File: src/rtl/timer_dev_pkg.sv
// Shared definitions for timer_dev: register offsets, CTRL bit positions,
// mode codes and the counter FSM state encoding.
package timer_dev_pkg;

    localparam logic [1:0] ADDR_CTRL   = 2'd0;
    localparam logic [1:0] ADDR_PRESET = 2'd1;
    localparam logic [1:0] ADDR_COUNT  = 2'd2;

    localparam int CTRL_EN_BIT   = 0;
    localparam int CTRL_MODE_LSB = 1;
    localparam int CTRL_MODE_MSB = 2;
    localparam int CTRL_IM_BIT   = 3;

    localparam logic [1:0] MODE_ONESHOT = 2'd0;
    localparam logic [1:0] MODE_RELOAD  = 2'd1;

    typedef enum logic [1:0] {
        ST_IDLE = 2'd0,
        ST_LOAD = 2'd1,
        ST_CNT  = 2'd2,
        ST_INT  = 2'd3
    } state_e;

endpackage

File: src/rtl/timer_dev.sv
// Memory-mapped 32-bit down-counting timer with interrupt (CTRL/PRESET/COUNT).
// Define TIMER_DEV_AUTORELOAD_EN to enable Mode=1 auto-reload; otherwise one-shot only.
module timer_dev
    import timer_dev_pkg::*;
(
    input  logic        clk,
    input  logic        rst_n,
    input  logic [1:0]  Addr,
    input  logic [31:0] WD,
    input  logic        We,
    output logic [31:0] RD,
    output logic        IRQ
);

    state_e      state_q, state_d;
    logic [3:0]  ctrl_q, ctrl_d;
    logic [31:0] preset_q, preset_d;
    logic [31:0] count_q, count_d;
    logic        pending_q, pending_d;
    logic        reload_s;
    logic [1:0]  mode_wr_s;

`ifdef TIMER_DEV_AUTORELOAD_EN
    assign reload_s  = (ctrl_q[CTRL_MODE_MSB:CTRL_MODE_LSB] == MODE_RELOAD);
    assign mode_wr_s = WD[CTRL_MODE_MSB:CTRL_MODE_LSB];
`else
    assign reload_s  = 1'b0;
    assign mode_wr_s = MODE_ONESHOT;
`endif

    // State and register flops
    always_ff @(posedge clk or negedge rst_n) begin
        if (!rst_n) begin
            state_q   <= ST_IDLE;
            ctrl_q    <= 4'd0;
            preset_q  <= 32'd0;
            count_q   <= 32'd0;
            pending_q <= 1'b0;
        end else begin
            state_q   <= state_d;
            ctrl_q    <= ctrl_d;
            preset_q  <= preset_d;
            count_q   <= count_d;
            pending_q <= pending_d;
        end
    end

    // Counter FSM next state, then bus writes which take priority over it
    always_comb begin
        state_d   = state_q;
        ctrl_d    = ctrl_q;
        preset_d  = preset_q;
        count_d   = count_q;
        pending_d = pending_q;

        case (state_q)
            ST_IDLE: begin
                if (ctrl_q[CTRL_EN_BIT]) begin
                    state_d = ST_LOAD;
                end else begin
                    state_d = ST_IDLE;
                end
            end
            ST_LOAD: begin
                count_d = preset_q;
                state_d = ST_CNT;
            end
            ST_CNT: begin
                if (!ctrl_q[CTRL_EN_BIT]) begin
                    state_d = ST_IDLE;
                end else if (count_q > 32'd1) begin
                    count_d = count_q - 32'd1;
                end else begin
                    // PRESET of 0 lands here straight after LOAD, same as PRESET of 1
                    count_d   = 32'd0;
                    pending_d = 1'b1;
                    state_d   = ST_INT;
                end
            end
            ST_INT: begin
                if (reload_s) begin
                    pending_d = 1'b0;
                    state_d   = ST_LOAD;
                end else begin
                    ctrl_d[CTRL_EN_BIT] = 1'b0;
                    state_d             = ST_IDLE;
                end
            end
            default: begin
                state_d = ST_IDLE;
            end
        endcase

        if (We) begin
            case (Addr)
                ADDR_CTRL: begin
                    ctrl_d    = {WD[CTRL_IM_BIT], mode_wr_s, WD[CTRL_EN_BIT]};
                    pending_d = 1'b0;
                end
                ADDR_PRESET: begin
                    preset_d  = WD;
                    pending_d = 1'b0;
                end
                default: begin
                    ctrl_d = ctrl_d;
                end
            endcase
        end else begin
            ctrl_d = ctrl_d;
        end
    end

    // Zero-latency read mux
    always_comb begin
        case (Addr)
            ADDR_CTRL:   RD = {28'd0, ctrl_q};
            ADDR_PRESET: RD = preset_q;
            ADDR_COUNT:  RD = count_q;
            default:     RD = 32'd0;
        endcase
    end

    assign IRQ = ctrl_q[CTRL_IM_BIT] & pending_q;

endmodule

File: config.mk
export PLATFORM = sky130hd
export DESIGN_NAME = timer_dev
export DESIGN_NICKNAME = d
export VERILOG_FILES = /design/src/rtl/timer_dev_pkg.sv /design/src/rtl/timer_dev.sv
export SDC_FILE = /design/constraint.sdc
export NUM_CORES = 1
export LEC_CHECK = 0
export CAP_MARGIN = 10
export CORE_ASPECT_RATIO = 2
export CORE_MARGIN = 5
export CORE_UTILIZATION = 34
export DETAILED_ROUTE_END_ITERATION = 6
export PLACE_DENSITY_LB_ADDON = 0.08
export SKIP_LAST_GASP = 1
export SLEW_MARGIN = 20
export SYNTH_ARGS = -nofsm -noshare
export SYNTH_HDL_FRONTEND = slang
export SYNTH_SLANG_ARGS = --single-unit
File: constraint.sdc
create_clock -name clk -period 2.3 [get_ports clk]
set_input_delay 0.46 -clock clk [delete_from_list [all_inputs] [get_ports clk]]
set_output_delay 0.46 -clock clk [all_outputs]
set_load 0.05 [all_outputs]
# --- Word-level counts from Yosys, hierarchy flattened ---
# Cells that the tools add are included.
totals:
  reg_bits: 69
  latch_bits: 0
  ramBits: 0
  romBits: 0
  inputBits: 37
  output_inout_bits: 33
  word_cells: 39
  n_memories: 0
classes:
  addsub: 1
  n_mul: 0
  n_div: 0
  order_cmp: 1
  n_eq_ne: 7
  shifts: 0
  muxes: 16
  bitwise_logic: 1
  n_reduce_logical: 7
op_table:
  columns: ["cell", "count"]
  rows:
  - ["32-bit case mux with 3 select lines", 1]
  - ["32-bit two-way mux", 2]
  - ["32-bit case mux with 2 select lines", 1]
  - ["32-bit by 1-bit greater-than comparator with 1-bit output (second input constant)", 1]
  - ["32-bit by 1-bit subtractor with 32-bit output (second input constant)", 1]
  - ["1-bit two-way mux", 9]
  - ["2-bit case mux with 4 select lines", 1]
  - ["2-bit equality test (second input constant)", 3]
  - ["2-bit AND reduction", 3]
  - ["2-bit by 1-bit equality test with 1-bit output (second input constant)", 2]
  - ["2-bit logical NOT", 2]
  - ["2-bit two-way mux", 2]
  - ["3-bit inequality test (second input constant)", 1]
  - ["2-bit inequality test (second input constant)", 1]
  - ["2-bit nonzero test", 1]
  - ["2-bit OR reduction", 1]
  - ["1-bit bitwise AND", 1]

# --- Longest topological paths before layout ---
# Gate-level depths: netlist (run 1).
logic_depth:
  ltp_word: 6
  mapped_depth: 8
  depth_no_buf: 7

# --- Worst setup path after synthesis (run 1) ---
# No wires, ideal clock.
synth_timing:
  kind: "reg-to-reg"
  startpoint: "reg count_q[4]"
  endpoint: "reg count_q[11]"
  setup_time_ns: 0.137
  arrival_ns: 2.327
  t_required_ns: 2.163
  path_slack_ns: -0.164
  stages_incl_launch_ff: 9
  n_path_buf: 3
  synth_period_minus_slack_ns: 2.464
  cell_sequence: "dfrtp_1 -> buf_6 -> or4_4 -> buf_6 -> or4_4 -> o31a_4 -> buf_6 -> a31oi_1 -> o21ai_1"
synth_between:
  elab_chain_len: 4
  word_cells_on_any_way: 5
  classes_between: "add/sub: 1; order compare: 1; mux: 3"
synth_rtl:
  columns: ["item", "line_no", "source"]
  rows:
  - ["from (decl)", "timer_dev.sv:18", "logic [31:0] count_q, count_d;"]
  - ["from (signal assigned)", "timer_dev.sv:43", "count_q <= count_d;"]
  - ["32-bit by 1-bit subtractor with 32-bit output / 32-bit by 1-bit greater-than comparator with 1-bit output (equally long branches)", "timer_dev.sv:72, timer_dev.sv:71", null]
  - ["32-bit two-way mux *", "timer_dev.sv:71", "end else if (count_q > 32'd1) begin"]
  - ["32-bit two-way mux *", "timer_dev.sv:69", "if (!ctrl_q[CTRL_EN_BIT]) begin"]
  - ["32-bit case mux with 2 select lines *", "timer_dev.sv:56", "case (state_q)"]
# Mark *: on every way between the ends. The rest lies on a longest branch, timed or not. The select of a mux whose other input is x is not followed.
# A chain may end at the register's enable or synchronous reset.

# --- Worst setup path after layout (run 1) ---
layout_timing:
  startpoint: "reg count_q[22]"
  endpoint: "reg count_q[5]"
layout_between:
  elab_chain_len: 4
layout_rtl:
  columns: ["item", "line_no"]
  rows:
  - ["32-bit by 1-bit greater-than comparator with 1-bit output", "timer_dev.sv:71"]
  - ["32-bit two-way mux", "timer_dev.sv:71"]
  - ["32-bit two-way mux", "timer_dev.sv:69"]
  - ["32-bit case mux with 2 select lines", "timer_dev.sv:56"]
# Every way passes these cells. The select of a mux whose other input is x is not followed.

==> results of run 1 <==
## synth_stat cells, drive strengths merged, types with 4 or more instances
cell type	count
or3	9
clkbuf	19
dfrtp	69
nand2	27
o311ai	6
o21ai	17
inv	10
buf	8
nor3	6
nor4	8
nor2	11
a21oi	7
o31ai	4
or4	16
nand3	14
a22o	31
nand4	4
o211ai	13
mux2	33
a22oi	15
## flip-flops by register name, summed over array words and instances (netlist names)
register   cells
count_q       32
ctrl_q         2
preset_q      32
pending_q      1
state_q        2
## through the flow
stage / cells / area [um^2] / utilization / hold slack [ns]
final: 663 / 6190 / 0.545 / 0.123
after global placement: 643 / 5650 / 0.498 / 0.505
after global routing: 663 / 6190 / 0.545 / 0.200
after floorplan: 380 / 3930 / - / 0.164
after CTS: 658 / 5970 / 0.526 / 0.169
after detailed placement: 643 / 5650 / 0.498 / 0.516
## power breakdown
group / switching, mW / internal, mW / leakage [nW]
logic: 2.11 / 1.89 / 1.60
clock network: 0.506 / 0.772 / 0.134
registers: 0.335 / 1.64 / 0.827
total: 2.96 / 4.30 / 2.56
## routing by layer
layer  share of wire  track usage  up-vias
li1                -            -     1773
met1            0.38        0.236     1906
met5               0            0        -
met4           0.027       0.0965        0
met3           0.040       0.0294       28
met2            0.55        0.348      119
## path summary, 6_finish.rpt
path | to | slack, ns
min in group clk | count_q[10] | 0.52
worst min register to register | count_q[10] | 0.52
worst max register to register | count_q[5] | -0.05
worst max-delay path | count_q[5] | -0.05
worst min-delay path | preset_q[7] | 0.12
max in group asynchronous | preset_q[5] | 1.83
## area by class of cell
| type | instances | area, um^2 | area share |
|---|---|---|---|
| Sequential cell | 69 | 1730 | 0.279 |
| Clock buffer | 12 | 256 | 0.0415 |
| Tap cell | 142 | 178 | 0.0287 |
| Clock inverter | 2 | 10.0 | 0.00162 |
| Inverter | 10 | 37.5 | 0.00607 |
| Timing Repair Buffer | 153 | 1770 | 0.286 |
| Multi-Input combinational cell | 275 | 2210 | 0.357 |
## logic make-up after synthesis
logic type	after synthesis
flip-flops	69
adder cells (fa/ha/maj)	2
multiplexers	35
buffers and inverters	37
AO/OA/AOI/OAI	124
AND/OR/NAND/NOR	113
## repair_timing
item                                    in CTS  in global routing
setup buffers                                0                  2
pin swaps                                    4                  9
cloned                                       1                  3
gates resized for setup                      8                 29
endpoints found under the setup margin      31                 60
==> summary.md, run 1 <==
The y dimension of the die is 162 um. Maximum level of the CTS H-tree: 3. The count of buffers inserted at the top-level ports was 69. Summed over all layers, the routed wires come to 14000 um. In this run the worst setup path begins at count_q[22]. The region available for standard cell placement spans 0.0114 mm^2. The maximum fanout along the worst path is 7, and the count of buffer and inverter cells on the critical path is 0. For the worst flop-to-flop path, the logic depth is 5. Counting the fill cells in the layout gives 1035. On the critical path the largest part of the delay comes from simple AND/OR/NAND/NOR gates. Sequential cell area fraction in the yosys report: 0.440. For the area enclosed by the die boundary, the log shows 0.0139 mm^2.

Setup violations remaining at the end of the flow were counted as 15. The run gives 0 as the final routed DRC violation total. After synthesis, the largest family of logic cells by area is compound AO/OA/AOI/OAI gates. The die extent in x is 86.0 um, and the starting density of the core is 0.346.

In the synthesized netlist the dominant register cell turns out to be sky130_fd_sc_hd__dfrtp_1. The later pin in the worst-skew pair is clocked with a latency of 0.34 ns. The worst slack at placement is -0.112 ns, and the total stage count of the critical path is 5. The first global-routing pass estimated 21600 um of wire. The fmax came out at 0.425 GHz. Dividing the detail-routed via count by the number of cells gives 5.77.

The number of diodes added for antenna fixing came out at 0. The worst slew margin relative to its limit came out at 0.645. Before antenna repair, the detailed router went through 5 iterations. The proportion of register bits with asynchronous set or reset after synthesis is 1.00. The area growth from synthesis to layout is 57.6%.

The logs give 0 for the number of antenna violations at the first check in global routing and 70 for the number of placed I/O pins. For the arrival time at the worst endpoint, the log shows 2.58 ns. The global-route total usage across every layer was 0.200; the share of the cycle needed by the critical path after routing was 1.02. In the final routed layout, each cell accounts on average for 21.0 um. The detailed router placed 3826 vias in this run.

For the worst setup path, the data required time is 2.53 ns. The run gives 57 as the number of distinct library cells after synthesis. Mean cell area of the mapped netlist: 10.3 um^2. The slew of the pin with the lowest slew margin was 0.528 ns. The slowest cell on the critical path is sky130_fd_sc_hd__or4_4. In the post-synthesis netlist, the biggest area contributors are sky130_fd_sc_hd__dfrtp_1 (44%), sky130_fd_sc_hd__mux2_2 (9.5%), sky130_fd_sc_hd__a22o_1 (6.9%).

The cell chosen for the clock root was sky130_fd_sc_hd__clkbuf_16. The multiplexer area fraction after synthesis was 0.0997; the number of DRC violations after detailed-routing iteration 0 was 226. Launch instance of the worst register-to-register path: count_q[22].

The clock transition at the registers of the reported paths came out at 0.05 ns. Cell type with the highest aggregate area in the netlist: sky130_fd_sc_hd__dfrtp_1. TritonCTS built the clock tree.

Setup repair after global routing could not meet its margin everywhere. For this run the aggregate overflow at the end of global routing stands at 0. The count of final max-slew check failures was 0. The run finished, with violations left.

Across the routed clock network, the largest skew measured is 0.00584 ns. The synthesized netlist occupies a cell area of 0.00393 mm^2. The maximum single-stage delay on the critical path is 0.55 ns. The total negative slack for setup checks is -0.348 ns. Cts-stage hold buffer count: 0.

The checks that failed: negative setup slack. Number of buffers created by CTS: 9. In the final design database the tool counted 557 nets. The final critical-path setup slack was -0.0544 ns; the total count of hold-check failures in the final report was 0. The kind of critical path is reg2reg. Dividing total power by cell area gives a power density of 1170 mW/mm^2. Fraction of synthesized cell area taken by the top area cell type: 0.440. The time the final worst path needs with I/O delays and setup was 2.35 ns; the reported max-cap violation count was 0.

The row count was 55. STA classifies the critical path startpoint as a flop. In this run, synthesis inferred 0 flip-flops with an integrated enable. Counting along the longest clock path gives a buffer depth of 2. Entering global routing, the biggest net connects 70 pins. The tree built by TritonCTS fans out to 69 sinks.

STA classifies the critical path endpoint as a flop. The post-synthesis compound-gate area fraction was 0.243. Simple-gate share of the synthesized area: 0.168. The path category of the worst min-delay check was in2async. Counting flops and latches in the post-synthesis netlist gives 69. Synthesis produced a netlist with a net count of 419. For the count of synthesis-stage warnings from yosys, the log shows 0.

Once detailed placement completed, the half-perimeter wirelength came to 9690 um. The library cell appearing most often on the critical path was sky130_fd_sc_hd__or4_4. The power consumption is 7.25 mW, and the remaining antenna violation count after routing is 0. The parity-gate share of the synthesized area counting xor and xnor cells is 0. The number of instances in the synthesized netlist came out at 380. Walking the worst path, the cells encountered are or4_4 > or4_4 > o31a_4 > a22oi_2 > a21bo_1. The adder-cell share of the synthesized area is 0.00637. The logs give 2.56 nW for the leakage power and 0.649 mV for the largest vdd supply drop.

The fraction of final layout cells sized beyond drive strength 1 is 0.376, and the final weighted congestion in routability-driven placement is 0.912. In the layout the commonest cells are sky130_fd_sc_hd__dfrtp_1 (69), sky130_fd_sc_hd__buf_4 (69), sky130_fd_sc_hd__buf_12 (38), sky130_fd_sc_hd__clkdlybuf4s50_1 (34), sky130_fd_sc_hd__mux2_2 (33). The tools report the number of global-route vias before repair as 4017.
Power figures use the tool's default switching activity.
==> run 2: changes to the inputs <==
--- a/config.mk
+++ b/config.mk
@@ -10,7 +10,8 @@
 export CORE_MARGIN = 5
 export CORE_UTILIZATION = 34
 export DETAILED_ROUTE_END_ITERATION = 6
-export PLACE_DENSITY_LB_ADDON = 0.08
+export GPL_ROUTABILITY_DRIVEN = 0
+export PLACE_DENSITY = 0.67
 export SKIP_LAST_GASP = 1
 export SLEW_MARGIN = 20
 export SYNTH_ARGS = -nofsm -noshare
==> run 2 against run 1 <==
  * The flow still finishes with violations (negative setup slack)
  * Global-route usage decreased by 0.60 points
  * First-iteration DRC count increased by 48%
  * Non-clock buffer count decreased by 4
  * Final area decreased by 0.59%
  * Highest routed layer unchanged
  * Wire length decreased by 4.5%
  * Sequential cell count unchanged
  * Largest power group unchanged
  * Setup slack got worse by 0.096 ns
==> summary.md, run 2 (synthesis gave the netlist of run 1 again) <==
The capturing element type of the critical path was a flop. The run gives 0.0114 mm^2 as the core footprint. After detailed routing, the average wire length per cell comes to 20.2 um. Ratio of total power to cell area: 1210 mW/mm^2. The internal portion of the total power is 4.46 mW. The share of the cycle needed by the critical path after routing was 1.07; the routed via count was 3923. Setup repair after global routing could not meet its margin everywhere. Total count of hold-check failures in the final report: 0.

The run gives 9120 um as the placed wire-length estimate. The worst setup path is launched from a flop. The number of global-route vias before repair was 4156.

The die is 162 um tall. For this design the static power due to leakage is 2.53 nW. In this run the worst path has a maximum fanout of 7. The tools report the maximum level of the CTS H-tree as 3.

The count of final max-slew check failures is 0, and the count of filler cells inserted in the layout is 988. The fraction of final layout cells sized beyond drive strength 1 is 0.376. Relative to the synthesized area, the layout overhead comes to 56.7%. The first global-routing pass estimated 21200 um of wire. The count of buffers inserted at the top-level ports came out at 69. Reported max-cap violation count: 0. The die covers 0.0139 mm^2. The run gives 0.662 as the worst slew margin relative to its limit. In the routed design, unresolved DRC markers number 0.

Maximum clock skew at final layout: 0.00648 ns. The number of clock sinks is 69, and the slew of the pin with the lowest slew margin is 0.503 ns. The net switching power is 2.96 mW, and the number of placed I/O pins is 70. The top cell types in the final layout, fill and taps aside, are sky130_fd_sc_hd__buf_4 (71), sky130_fd_sc_hd__dfrtp_1 (69), sky130_fd_sc_hd__buf_12 (37), sky130_fd_sc_hd__clkdlybuf4s50_1 (34), sky130_fd_sc_hd__mux2_2 (33). The final critical-path setup slack came out at -0.151 ns.

The run finished, with violations left. In this run, post-CTS hold repair placed 0 buffers. The tools report the starting density of the core as 0.346.

Setup violations remaining at the end of the flow were counted as 22. After floorplanning, the core was divided into 55 placement rows. The remaining antenna violation count after routing was 0. For this block, the routed nets add up to 13300 um of wire. The run gives 0.268 as the power share of the sequential group.

The final reports fail on negative setup slack. The run gives 70 as the pin count of the biggest net entering global routing. The tools report the number of DRC violations after detailed-routing iteration 0 as 335. TritonCTS built the clock tree. At the end of the flow, the number of nets in the layout was 553.

The mean number of vias per cell was 5.93. For the worst setup path, the data arrival time is 2.68 ns. The tools report the clock share of power as 0.199. Most common cell after layout, fill and taps aside: sky130_fd_sc_hd__buf_4. For this run, the top clock speed supported by timing is 0.408 GHz. The number of buffers created by CTS was 9.

The proportion of total power due to net switching is 0.398, and the residual overflow from global routing is 0. Part of the power in combinational logic: 0.532. The global-route total usage across every layer came out at 0.194.

For the worst-skew pair, the clock arrives at the later sink with an insertion delay of 0.35 ns. The root buffer cell chosen for the clock tree is sky130_fd_sc_hd__clkbuf_16. For the finished layout, the period the worst path requires is 2.45 ns. The worst setup path is of the reg2reg kind. Data on the critical path is required at its endpoint by 2.53 ns. The worst hold path belongs to the class in2async. The tightest hold path in the finished design has a slack of 0.133 ns. The tools report the number of diodes added for antenna fixing as 0. The run gives 2 as the maximum buffer depth of the clock tree.

The number of detailed-route iterations in the first pass was 5; the number of antenna violations at the first check in global routing was 0. The clock transition at the registers of the reported paths is 0.06 ns, and the die extent in x is 86.0 um. The final core utilization was 0.542. Largest vdd supply drop: 0.540 mV.

The largest registers in the layout are count_q: 32 flops, preset_q: 32 flops.
[run 2: path summary, 6_finish.rpt]
kind / from / to / slack [ns] / depth (start not counted)
min in group clk: preset_q[23] / preset_q[23] / 0.53 / 1
worst min register to register: preset_q[23] / preset_q[23] / 0.53 / 1
worst max register to register: count_q[22] / count_q[5] / -0.15 / 5
worst max-delay path: count_q[22] / count_q[5] / -0.15 / 5
max in group asynchronous: rst_n / preset_q[21] / 1.85 / 2
worst min-delay path: rst_n / preset_q[4] / 0.13 / 2
[run 2: through the flow]
| step | total power [mW] | cell area, um^2 | worst slack (ns) | setup TNS [ns] | cells |
|---|---|---|---|---|---|
| after floorplan | 4.01 | 3930 | -0.145 | -2.07 | 380 |
| after global placement | 5.56 | 5600 | -0.116 | -1.31 | 638 |
| after detailed placement | 5.64 | 5600 | -0.260 | -3.00 | 638 |
| after CTS | 7.27 | 6020 | -0.128 | -2.03 | 658 |
| after global routing | 7.79 | 6150 | -0.219 | -2.55 | 661 |
| final | 7.42 | 6150 | -0.151 | -0.996 | 661 |
[run 2: area by class of cell]
| class | instances | area, um^2 | share of cell area |
|---|---|---|---|
| inverter | 10 | 37.5 | 0.00610 |
| timing repair buffer | 149 | 1700 | 0.277 |
| multi-input combinational | 275 | 2200 | 0.357 |
| sequential | 69 | 1730 | 0.281 |
| clock inverter | 4 | 72.6 | 0.0118 |
| tap | 142 | 178 | 0.0289 |
| clock buffer | 12 | 236 | 0.0384 |
[run 2: power by group through the flow]
stage	registers [mW]	logic, mW	clock network [mW]
3_3_place_gp	1.97	3.59	0
2_1_floorplan	1.99	2.02	0
6_report	1.99	3.95	1.48
3_5_place_dp	1.99	3.66	0
5_1_grt	2.04	4.21	1.54
4_1_cts	1.97	3.82	1.48
[run 2: routing by layer]
layer	part of all wire	global-route usage	up-vias
li1	-	-	1774
met1	0.36	0.209	1931
met2	0.54	0.343	160
met3	0.049	0.0310	58
met4	0.055	0.125	0
met5	0	0	-
[run 2: critical path, stage by stage (launching register included)]
cell and delay [ns]:
sky130_fd_sc_hd__dfrtp_1 0.39, sky130_fd_sc_hd__or4_4 0.56, sky130_fd_sc_hd__or4_4 0.54, sky130_fd_sc_hd__o31a_4 0.44, sky130_fd_sc_hd__a22oi_2 0.17, sky130_fd_sc_hd__a21bo_1 0.23
[run 2: what timing repair did]
item / 4_1_cts / 5_1_grt
pin swaps: 9 / 12
buffers inserted: 3 / 2
endpoints found under the hold margin: 0 / 0
gates cloned: 1 / 1
gates resized for setup: 14 / 22
endpoints found under the setup margin: 56 / 64
